## config.mk

```make
export PLATFORM = sky130hd
export DESIGN_NAME = conv_enc_pack
export DESIGN_NICKNAME = d
export VERILOG_FILES = /design/src/rtl/conv_enc_pack.sv
export SDC_FILE = /design/constraint.sdc
export NUM_CORES = 1
export LEC_CHECK = 0
export BUFFER_PORTS_ARGS = -buffer_cell sky130_fd_sc_hd__buf_2
export CORE_UTILIZATION = 25
export CTS_CLUSTER_SIZE = 30
export DETAILED_ROUTE_END_ITERATION = 12
export REMOVE_ABC_BUFFERS = 1
export SYNTH_ARGS = -nofsm -noshare
export SYNTH_HDL_FRONTEND = slang
export SYNTH_SLANG_ARGS = --single-unit
```

## constraint.sdc

```tcl
create_clock -name clk -period 3.51 [get_ports clk]
set_input_delay 0.1755 -clock clk [delete_from_list [all_inputs] [get_ports clk]]
set_output_delay 0.1755 -clock clk [all_outputs]
set_load 0.005 [all_outputs]
```

## src/rtl/conv_enc_pack.sv

```systemverilog
// conv_enc_pack
// Rate 1/2 or 1/3, K=3 convolutional encoder with a zero tail. Coded symbols
// are packed MSB-first into 16-bit frames.
//
// Code rate select (i_code_rate): 0 = rate 1/2, 1 = rate 1/3.
//
// Ports
//   clk           clock
//   rst           asynchronous reset, active low
//   i_code_rate   rate select, latched on the first accepted bit of a packet
//   i_bit         information bit
//   i_valid       i_bit / i_last valid
//   i_last        final information bit of the packet
//   o_ready       a bit can be accepted this cycle (decoded from state)
//   o_data_frame  packed coded frame
//   o_nsym        number of valid symbols in o_data_frame
//   o_valid       frame valid
//   i_ready       downstream accepts the frame
//   o_last        frame holds the final tail symbol of the packet
//
// FSM states
//   state | meaning
//   IDLE  | waiting for the first bit of a packet, ready high
//   ENC   | mid-packet, one symbol per accepted bit
//   FLUSH | encoding the two zero tail bits, ready low
//   OUT   | frame presented, held until i_ready
module conv_enc_pack #(
  parameter int FRAME_W = 16,
  parameter int K       = 3
) (
  input  logic               clk,
  input  logic               rst,
  input  logic               i_code_rate,
  input  logic               i_bit,
  input  logic               i_valid,
  input  logic               i_last,
  output logic               o_ready,
  output logic [FRAME_W-1:0] o_data_frame,
  output logic [3:0]         o_nsym,
  output logic               o_valid,
  input  logic               i_ready,
  output logic               o_last
);

  typedef enum logic [1:0] {IDLE, ENC, FLUSH, OUT} state_t;

  state_t       state;
  logic         rate3_q;
  logic [K-2:0] sr;         // sr[0] = s1 (previous bit), sr[1] = s2
  logic [1:0]   tail_left;  // tail symbols still to encode

  logic               accept;
  logic               rate3;
  logic               enc_u;
  logic               g0;
  logic               g1;
  logic [FRAME_W-1:0] sym_field;
  logic [FRAME_W-1:0] sym_placed;
  logic [4:0]         shamt;
  logic [3:0]         nsym_next;
  logic [3:0]         cap;
  logic               frame_full;

  assign o_ready = (state == IDLE) || (state == ENC);
  assign accept  = i_valid && o_ready;

  // The first bit of a packet is encoded in the same cycle the rate is latched.
  assign rate3 = (state == IDLE) ? i_code_rate : rate3_q;
  assign enc_u = (state == FLUSH) ? 1'b0 : i_bit;

  assign g0 = enc_u ^ sr[0] ^ sr[1];
  assign g1 = enc_u ^ sr[1];

  always_comb begin
    sym_field = '0;
    if (rate3) sym_field[FRAME_W-1 -: 3] = {g0, g0, g1};
    else       sym_field[FRAME_W-1 -: 2] = {g0, g1};
  end

  // o_nsym doubles as the append position: symbol n starts n*R bits below the MSB.
  assign shamt      = rate3 ? ({1'b0, o_nsym} + {o_nsym, 1'b0}) : {o_nsym, 1'b0};
  assign sym_placed = sym_field >> shamt;
  assign nsym_next  = o_nsym + 4'd1;
  assign cap        = rate3 ? 4'd5 : 4'd8;
  assign frame_full = (nsym_next == cap);

  // o_data_frame / o_nsym accumulate in place; o_valid qualifies them.
  always_ff @(posedge clk or negedge rst) begin
    if (!rst) begin
      state        <= IDLE;
      rate3_q      <= 1'b0;
      sr           <= '0;
      tail_left    <= 2'd0;
      o_data_frame <= '0;
      o_nsym       <= 4'd0;
      o_valid      <= 1'b0;
      o_last       <= 1'b0;
    end else begin
      case (state)
        IDLE: begin
          if (accept) begin
            rate3_q      <= i_code_rate;
            o_data_frame <= o_data_frame | sym_placed;
            o_nsym       <= nsym_next;
            sr           <= {sr[K-3:0], enc_u};
            if (i_last) begin
              state     <= FLUSH;
              tail_left <= 2'd2;
            end else begin
              state <= ENC;
            end
          end
        end

        ENC: begin
          if (accept) begin
            o_data_frame <= o_data_frame | sym_placed;
            o_nsym       <= nsym_next;
            sr           <= {sr[K-3:0], enc_u};
            if (frame_full) begin
              // A last bit that fills the frame defers its flush until after the handshake.
              state     <= OUT;
              o_valid   <= 1'b1;
              o_last    <= 1'b0;
              tail_left <= i_last ? 2'd2 : 2'd0;
            end else if (i_last) begin
              state     <= FLUSH;
              tail_left <= 2'd2;
            end
          end
        end

        FLUSH: begin
          o_data_frame <= o_data_frame | sym_placed;
          o_nsym       <= nsym_next;
          sr           <= {sr[K-3:0], enc_u};
          tail_left    <= tail_left - 2'd1;
          if (tail_left == 2'd1) begin
            state   <= OUT;
            o_valid <= 1'b1;
            o_last  <= 1'b1;
          end else if (frame_full) begin
            state   <= OUT;
            o_valid <= 1'b1;
            o_last  <= 1'b0;
          end
        end

        OUT: begin
          if (i_ready) begin
            o_valid      <= 1'b0;
            o_last       <= 1'b0;
            o_data_frame <= '0;
            o_nsym       <= 4'd0;
            if (tail_left != 2'd0) state <= FLUSH;
            else if (o_last)       state <= IDLE;
            else                   state <= ENC;
          end
        end

        default: state <= IDLE;
      endcase
    end
  end

endmodule

```

==> results_dict.tcl, run 1 <==
set metrics [dict create \
    worst-endpoint-required_ps 3690 \
    routabilityCongestion 0.8718 \
    cellPowerDensity_mw_per_mm2 1093 \
    grt_remaining_overflow 0 \
    routed_wire_length_per_instance_um 13.84 \
    detail_route.drc_violations 0 \
    clkLatencyLatePin_ps 280 \
    n_antenna_cell 0 \
    synthXorXnorAreaFrac 0.04562 \
    synth-simple-area-share 0.2086 \
    ir_drop_mv 0.3065 \
    synthTopCellsByArea "sky130_fd_sc_hd__dfrtp_1 35%, sky130_fd_sc_hd__nand2_1 7.1%, sky130_fd_sc_hd__ha_1 6.1%" \
    die_width_um 92.71 \
    cap_viol_max_count 0 \
    cts_buffers 5 \
    antenna_found_initial 0 \
    pin_count_of_the_biggest_net_entering_global_routing 30 \
    htreeDepth 2 \
    filler_cells_inserted 861 \
    critical_path.endpoint_type "flop" \
    first_pass_grt_wire_length_mm 8.631 \
    die_height_um 92.71 \
    area_growth_syn_to_layout_pct 15.21 \
    detailroute.via_count 1828 \
    postSynthRegisterBits 29 \
    cts.clk_slew.worst_paths_ps 70 \
    min_from "i_code_rate" \
    cts_tree "built" \
    ctsLongestPathBuffers 2 \
    dp_hpwl_mm 3.766 \
    mappedNetlistArea_mm2 0.002057 \
    skew_ps 4.685 \
    cp_arrival_ps 3110 \
    post_synth.cell_area_avg_um2 8.571 \
    worst-r2r-setup-slack_ps 580 \
    synth_seq_area_share 0.3528 \
    most_used_flip_flop_cell_after_synthesis "sky130_fd_sc_hd__dfrtp_1" \
    final_cell_mix "39 x sky130_fd_sc_hd__nand2_1, 29 x sky130_fd_sc_hd__buf_2, 29 x sky130_fd_sc_hd__dfrtp_1" \
    multiInputGateArea_mm2 0.001207 \
    yosysTopAreaCell "sky130_fd_sc_hd__dfrtp_1" \
    finalHoldViolCount 0 \
    postRouteWirelength_mm 5.107 \
    leakagePower_uw 0.001061 \
    die_area_mm2 0.008594 \
    synth_enable_flop_cells 0 \
    grt.total_usage 0.1267 \
    capturing_point_of_the_worst_reg2reg_path "o_data_frame[1]" \
    ctsRootBufferMaster "sky130_fd_sc_hd__clkbuf_8" \
    design.final.nets 284 \
    core_region_area_mm2 0.007848 \
    first_global_vias 1749 \
    max_fclk_mhz 341.6 \
    synth_compound_gate_area_share 0.2196 \
    vias_per_cell 4.954 \
    cells_on_worst_hold_path 2 \
    post-route-period-util 0.8341 \
    most_common_cell_after_layout_fill_and_taps_aside "sky130_fd_sc_hd__nand2_1" \
    drive_above_1_share 0.1985 \
    status "finished, final reports clean" \
    critical_path.startpoint_type "flop" \
    hold-path-endpoint "rate3_q" \
    layout.area.seq_um2 725.7 \
    timing.rr.start "state[0]" \
    slew_violations 0 \
    initial_core_util 0.2621 \
    hold_class "input port to flop" \
    drt.antenna.violating_nets 0 \
    synth_top_family_by_area "compound AO/OA/AOI/OAI gates" \
    yosysTopAreaCellShare 0.3528 \
    grt_setup_unrepaired "no" \
    number_of_setup_violations_in_the_final_report 0 \
    worstSetupPathType "flop to flop" \
    worst-path-max-fanout 17 \
    r2r_depth 10 \
    slew-limit-headroom 0.3138 \
    synthCells 240 \
    clock_sinks 29 \
    detailedRoute.firstPassIterationCount 4 \
    layout.core_utilization 0.3020 \
    synth-adder-area-share 0.07056 \
    yosysWarnings 0 \
    row_count 32 \
    post_synth_mux_area_share 0.04258 \
    synth.distinct_cells 57 \
    worst_slew_pin_slew_ps 1022 \
    ioPinCount 30 \
    totalNegativeSetupSlack_ps 0 \
    finalWorstPathRequiredPeriod_ps 2928 \
    worstSetupStartpoint "state[0]" \
    ys_async_rst_share 1.000 \
    drt-initial-drc-count 166 \
    portBuffers 29 \
]
-- layout make-up --
type / count / share of cell area
multi-input combinational: 183 / 0.5095
clock buffer: 5 / 0.02904
tap: 102 / 0.05385
inverter: 16 / 0.02534
timing repair buffer: 31 / 0.06864
clock inverter: 3 / 0.007392
sequential: 29 / 0.3062
-- routing by layer --
layer	share of wire	track usage	routed length [µm]	up-vias
met3	0.056	0.02874	287	4
met5	0	0	0	-
met1	0.48	0.1726	2443	860
met4	0.011	0.03205	57	0
met2	0.45	0.2025	2319	56
li1	-	-	-	908
-- worst max path at each step --
stage | to | slack [ps] | cells past startpoint
after floorplan | o_data_frame[3] | 870 | 10
after global placement | o_data_frame[1] | 720 | 10
after detailed placement | o_data_frame[1] | 620 | 10
after CTS | o_data_frame[1] | 620 | 10
after global routing | o_data_frame[0] | 300 | 11
final | o_data_frame[1] | 580 | 10
-- logic make-up after synthesis --
logic type	after synthesis
flops	29
fa+ha+maj	11
buf+inv	28
xor+xnor	9
compound gates	66
mux	7
simple gates	90
-- per-stage QoR --
step / cells / cell area (µm²) / setup slack, ps / power [µW] / hold WS, ps
4_1_cts: 369 / 2370 / 621.5 / 2604 / 191.3
2_1_floorplan: 228 / 1993 / 867.9 / 1849 / -120.1
3_5_place_dp: 360 / 2273 / 621.8 / 2314 / 262.5
5_1_grt: 369 / 2370 / 302.8 / 2855 / 198.8
6_report: 369 / 2370 / 582.3 / 2589 / 193.3
3_3_place_gp: 360 / 2273 / 722.5 / 2305 / 263.0
-- cell usage after synthesis (3+ instances only) --
cell type                   n
sky130_fd_sc_hd__nand2_1   39
sky130_fd_sc_hd__nor3_1     9
sky130_fd_sc_hd__o21ai_0    7
sky130_fd_sc_hd__clkbuf_1   5
sky130_fd_sc_hd__o31ai_1    5
sky130_fd_sc_hd__a21oi_1   17
sky130_fd_sc_hd__a211oi_1   3
sky130_fd_sc_hd__nand3_1    7
sky130_fd_sc_hd__o21ai_1    8
sky130_fd_sc_hd__buf_2      3
sky130_fd_sc_hd__nor4_1     3
sky130_fd_sc_hd__dfrtp_1   29
sky130_fd_sc_hd__xor2_1     4
sky130_fd_sc_hd__o22ai_1    3
sky130_fd_sc_hd__inv_1     15
sky130_fd_sc_hd__nor2b_1    3
sky130_fd_sc_hd__nor2_1    15
sky130_fd_sc_hd__mux2_2     3
sky130_fd_sc_hd__a22o_1     4
sky130_fd_sc_hd__xnor2_1    3
sky130_fd_sc_hd__ha_1      10
-- sequential cells by signal, summed over array words and instances, names as in the netlist --
name,cells
o_data_frame,16
o_last,1
o_nsym,4
o_valid,1
rate3_q,1
sr,2
state,2
tail_left,2
-- timing repair --
item | CTS | global route
gates resized for setup | 0 | 0
hold buffers | 1 | 0
buffers inserted | 0 | 0
hold endpoints to repair | 29 | 0
-- power breakdown --
group	switching, µW	internal, µW	total, µW
combinational	993	681	1670
clock	135	137	271
sequential	159	484	643
-- critical path: stages, from the launching register on --
cell,delay [ps]
sky130_fd_sc_hd__dfrtp_1,400
sky130_fd_sc_hd__inv_1,100
sky130_fd_sc_hd__ha_1,320
sky130_fd_sc_hd__mux2i_4,240
sky130_fd_sc_hd__inv_2,180
sky130_fd_sc_hd__ha_1,540
sky130_fd_sc_hd__nand2_1,130
sky130_fd_sc_hd__or4_1,420
sky130_fd_sc_hd__o311ai_1,120
sky130_fd_sc_hd__nor3_2,120
sky130_fd_sc_hd__o41ai_2,270
Power figures use the tool's default switching activity.
==> inputs of run 2 (changes only) <==
--- a/config.mk
+++ b/config.mk
@@ -5,6 +5,7 @@
 export SDC_FILE = /design/constraint.sdc
 export NUM_CORES = 1
 export LEC_CHECK = 0
+export ABC_AREA = 1
 export BUFFER_PORTS_ARGS = -buffer_cell sky130_fd_sc_hd__buf_2
 export CORE_UTILIZATION = 25
 export CTS_CLUSTER_SIZE = 30
==> constraint.sdc (replaced) <==
create_clock -name clk -period 2.38 [get_ports clk]
set_input_delay 0.119 -clock clk [delete_from_list [all_inputs] [get_ports clk]]
set_output_delay 0.119 -clock clk [all_outputs]
set_load 0.005 [all_outputs]
==> results_dict.tcl, run 2 <==
set metrics [dict create \
    htreeDepth 2 \
    detailed_place.area_mm2 0.002212 \
    critical-path-max-stage-delay_ps 440 \
    postRouteWirelength_mm 4.329 \
    initial_core_util 0.2622 \
    cp_arrival_ps 2350 \
    routabilityCongestion 0.7877 \
    detailedRoute.firstPassIterationCount 4 \
    worst-endpoint-required_ps 2580 \
    pin_count_of_the_biggest_net_entering_global_routing 30 \
    min_from "i_code_rate" \
    worst_slew_pin_slew_ps 640.4 \
    hold_class "input port to flop" \
    r2r_depth 8 \
    design.final.nets 307 \
    post_synth_mux_area_share 0 \
    number_of_setup_violations_in_the_final_report 0 \
    n_antenna_cell 0 \
    fin_ws_ps 231.0 \
    core_region_area_mm2 0.007331 \
    placement.setup.worst_slack_ps 156.0 \
    detail_route.drc_violations 0 \
    cts_tree "built" \
    critical_path.endpoint_type "flop" \
    synth_seq_area_share 0.3776 \
    yosysWarnings 0 \
    synth-simple-area-share 0.2715 \
    detailroute.via_count 1728 \
    ctsLongestPathBuffers 2 \
    die_width_um 89.68 \
    synth_top_cells_by_count "46 x sky130_fd_sc_hd__nand2_1, 43 x sky130_fd_sc_hd__inv_1, 29 x sky130_fd_sc_hd__dfrtp_1" \
    totalNegativeSetupSlack_ps 0 \
    yosysTopAreaCell "sky130_fd_sc_hd__dfrtp_1" \
    finalHoldViolCount 0 \
    slew-limit-headroom 0.5731 \
    first_pass_grt_wire_length_mm 7.583 \
    cts_buffers 5 \
    worstPathCellList "ha_1 -> fa_1 -> xnor2_1 -> nand2_1 -> o21ai_2 -> nor3_4 -> nand3_1 -> a21oi_1" \
    dp_hpwl_mm 3.371 \
    flip_flop_count_of_the_largest_register_after_layout 16 \
    grt_setup_unrepaired "no" \
    yosysTopAreaCellShare 0.3776 \
    capturing_point_of_the_worst_reg2reg_path "o_data_frame[2]" \
    cts.clk_slew.worst_paths_ps 60 \
    vias_per_cell 4.442 \
    critical_path.startpoint_type "flop" \
    clkLatencyLatePin_ps 280 \
    synth.distinct_cells 34 \
    slew_violations 0 \
    critical_path_buf_inv_count 0 \
    first_global_vias 1683 \
    synth-adder-area-share 0.07552 \
    drt-initial-drc-count 95 \
    synthTopCellsByArea "sky130_fd_sc_hd__dfrtp_1 38%, sky130_fd_sc_hd__nand2_1 9.0%, sky130_fd_sc_hd__inv_1 8.4%" \
    skew_ps 4.116 \
    finalWorstPathRequiredPeriod_ps 2149 \
    ioPinCount 30 \
    hold-path-endpoint "rate3_q" \
    clock_sinks 29 \
    post_synth.cell_area_avg_um2 7.749 \
    hold_ws_ps 124.4 \
    cells_on_worst_hold_path 3 \
    portBuffers 29 \
    slowest_stage "sky130_fd_sc_hd__dfrtp_1" \
    synth_top_family_by_area "simple AND/OR/NAND/NOR gates" \
    critical_path.top_delay_family "adder cells" \
    drive_above_1_share 0.2138 \
    cap_viol_max_count 0 \
    postSynthRegisterBits 29 \
    status "finished, final reports clean" \
    mappedNetlistArea_mm2 0.001922 \
    synth_enable_flop_cells 0 \
    largestRegisters "o_data_frame x16, o_nsym x4" \
    max_fclk_mhz 465.3 \
    fin_area_mm2 0.002371 \
    most_used_flip_flop_cell_after_synthesis "sky130_fd_sc_hd__dfrtp_1" \
    most_common_cell_after_layout_fill_and_taps_aside "sky130_fd_sc_hd__nand2_1" \
    timing.rr.start "o_nsym[1]" \
    final_cell_mix "46 x sky130_fd_sc_hd__nand2_1, 42 x sky130_fd_sc_hd__inv_1, 29 x sky130_fd_sc_hd__buf_2, 29 x sky130_fd_sc_hd__dfrtp_1, 25 x sky130_fd_sc_hd__nand3_1" \
    synthXorXnorAreaFrac 0.01367 \
    area_growth_syn_to_layout_pct 23.37 \
    die_height_um 89.68 \
    worstSetupPathType "flop to flop" \
    row_count 31 \
    filler_cells_inserted 774 \
    routed_wire_length_per_instance_um 11.13 \
    die_area_mm2 0.008042 \
    worst-path-max-fanout 8 \
    drt.antenna.violating_nets 0 \
    post-route-period-util 0.9030 \
    post-synth-top-count-cell "sky130_fd_sc_hd__nand2_1" \
    synth_compound_gate_area_share 0.1589 \
    ys_async_rst_share 1.000 \
    grt_remaining_overflow 0 \
    antenna_found_initial 0 \
    grt.total_usage 0.1243 \
    regMostFlops "o_data_frame" \
    synthCells 248 \
    ctsRootBufferMaster "sky130_fd_sc_hd__clkbuf_8" \
    worst-r2r-setup-slack_ps 230 \
]
[run 2: how the worst max path moves through the flow]
stage	startpoint	end	slack [ps]	cells after the start
2_1_floorplan	state[0]	o_data_frame[0]	120	9
3_3_place_gp	o_nsym[1]	o_data_frame[13]	160	7
3_5_place_dp	o_nsym[1]	o_data_frame[13]	160	7
4_1_cts	o_nsym[1]	o_data_frame[8]	130	7
5_1_grt	o_nsym[1]	o_data_frame[2]	8	8
6_report	o_nsym[1]	o_data_frame[2]	230	8
[run 2: through the flow]
stage | instances | util
floorplan | 246 | -
global placement | 379 | 0.3018
detailed placement | 379 | 0.3018
CTS | 388 | 0.3190
global route | 389 | 0.3234
finish | 389 | 0.3234
[run 2: logic make-up (layout without fill, tap and decap cells)]
family / Yosys count / count (layout)
simple gates: 108 / 108
buf+inv: 49 / 91
compound gates: 48 / 48
flops: 29 / 29
fa+ha+maj: 11 / 11
xor+xnor: 3 / 3
[run 2: layout make-up]
class	count	area [µm²]	share of cell area
repair buffers	36	212.7	0.08971
clock buffers	7	86.33	0.03641
inverters	47	181.4	0.07652
clock inverters	1	30.03	0.01266
multi-input cells	170	1011	0.4264
flip-flops and latches	29	725.7	0.3061
well taps	99	123.9	0.05224
[run 2: routing by layer]
layer | share of wire | vias to the layer above | routed length (µm) | track usage
met5 | 0 | - | 0 | 0
met4 | 0.020 | 0 | 88 | 0.06061
met3 | 0.040 | 7 | 171 | 0.02651
met2 | 0.46 | 26 | 2010 | 0.1990
met1 | 0.48 | 787 | 2058 | 0.1591
li1 | - | 908 | - | -
[run 2: timing repair]
item,4_1_cts,5_1_grt
gates resized for setup,0,3
setup endpoints to repair,0,14
hold endpoints to repair,29,0
setup buffers,0,1
hold buffers,1,0
[run 2: worst min-delay path, cell delays in order]
cell                      delay [ps]
sky130_fd_sc_hd__buf_2           100
sky130_fd_sc_hd__nor2_1           40
sky130_fd_sc_hd__a21oi_1         100
Power of run 2 is not shown: default switching activity piles up to over one toggle a cycle in this logic, so the estimate is an artifact.
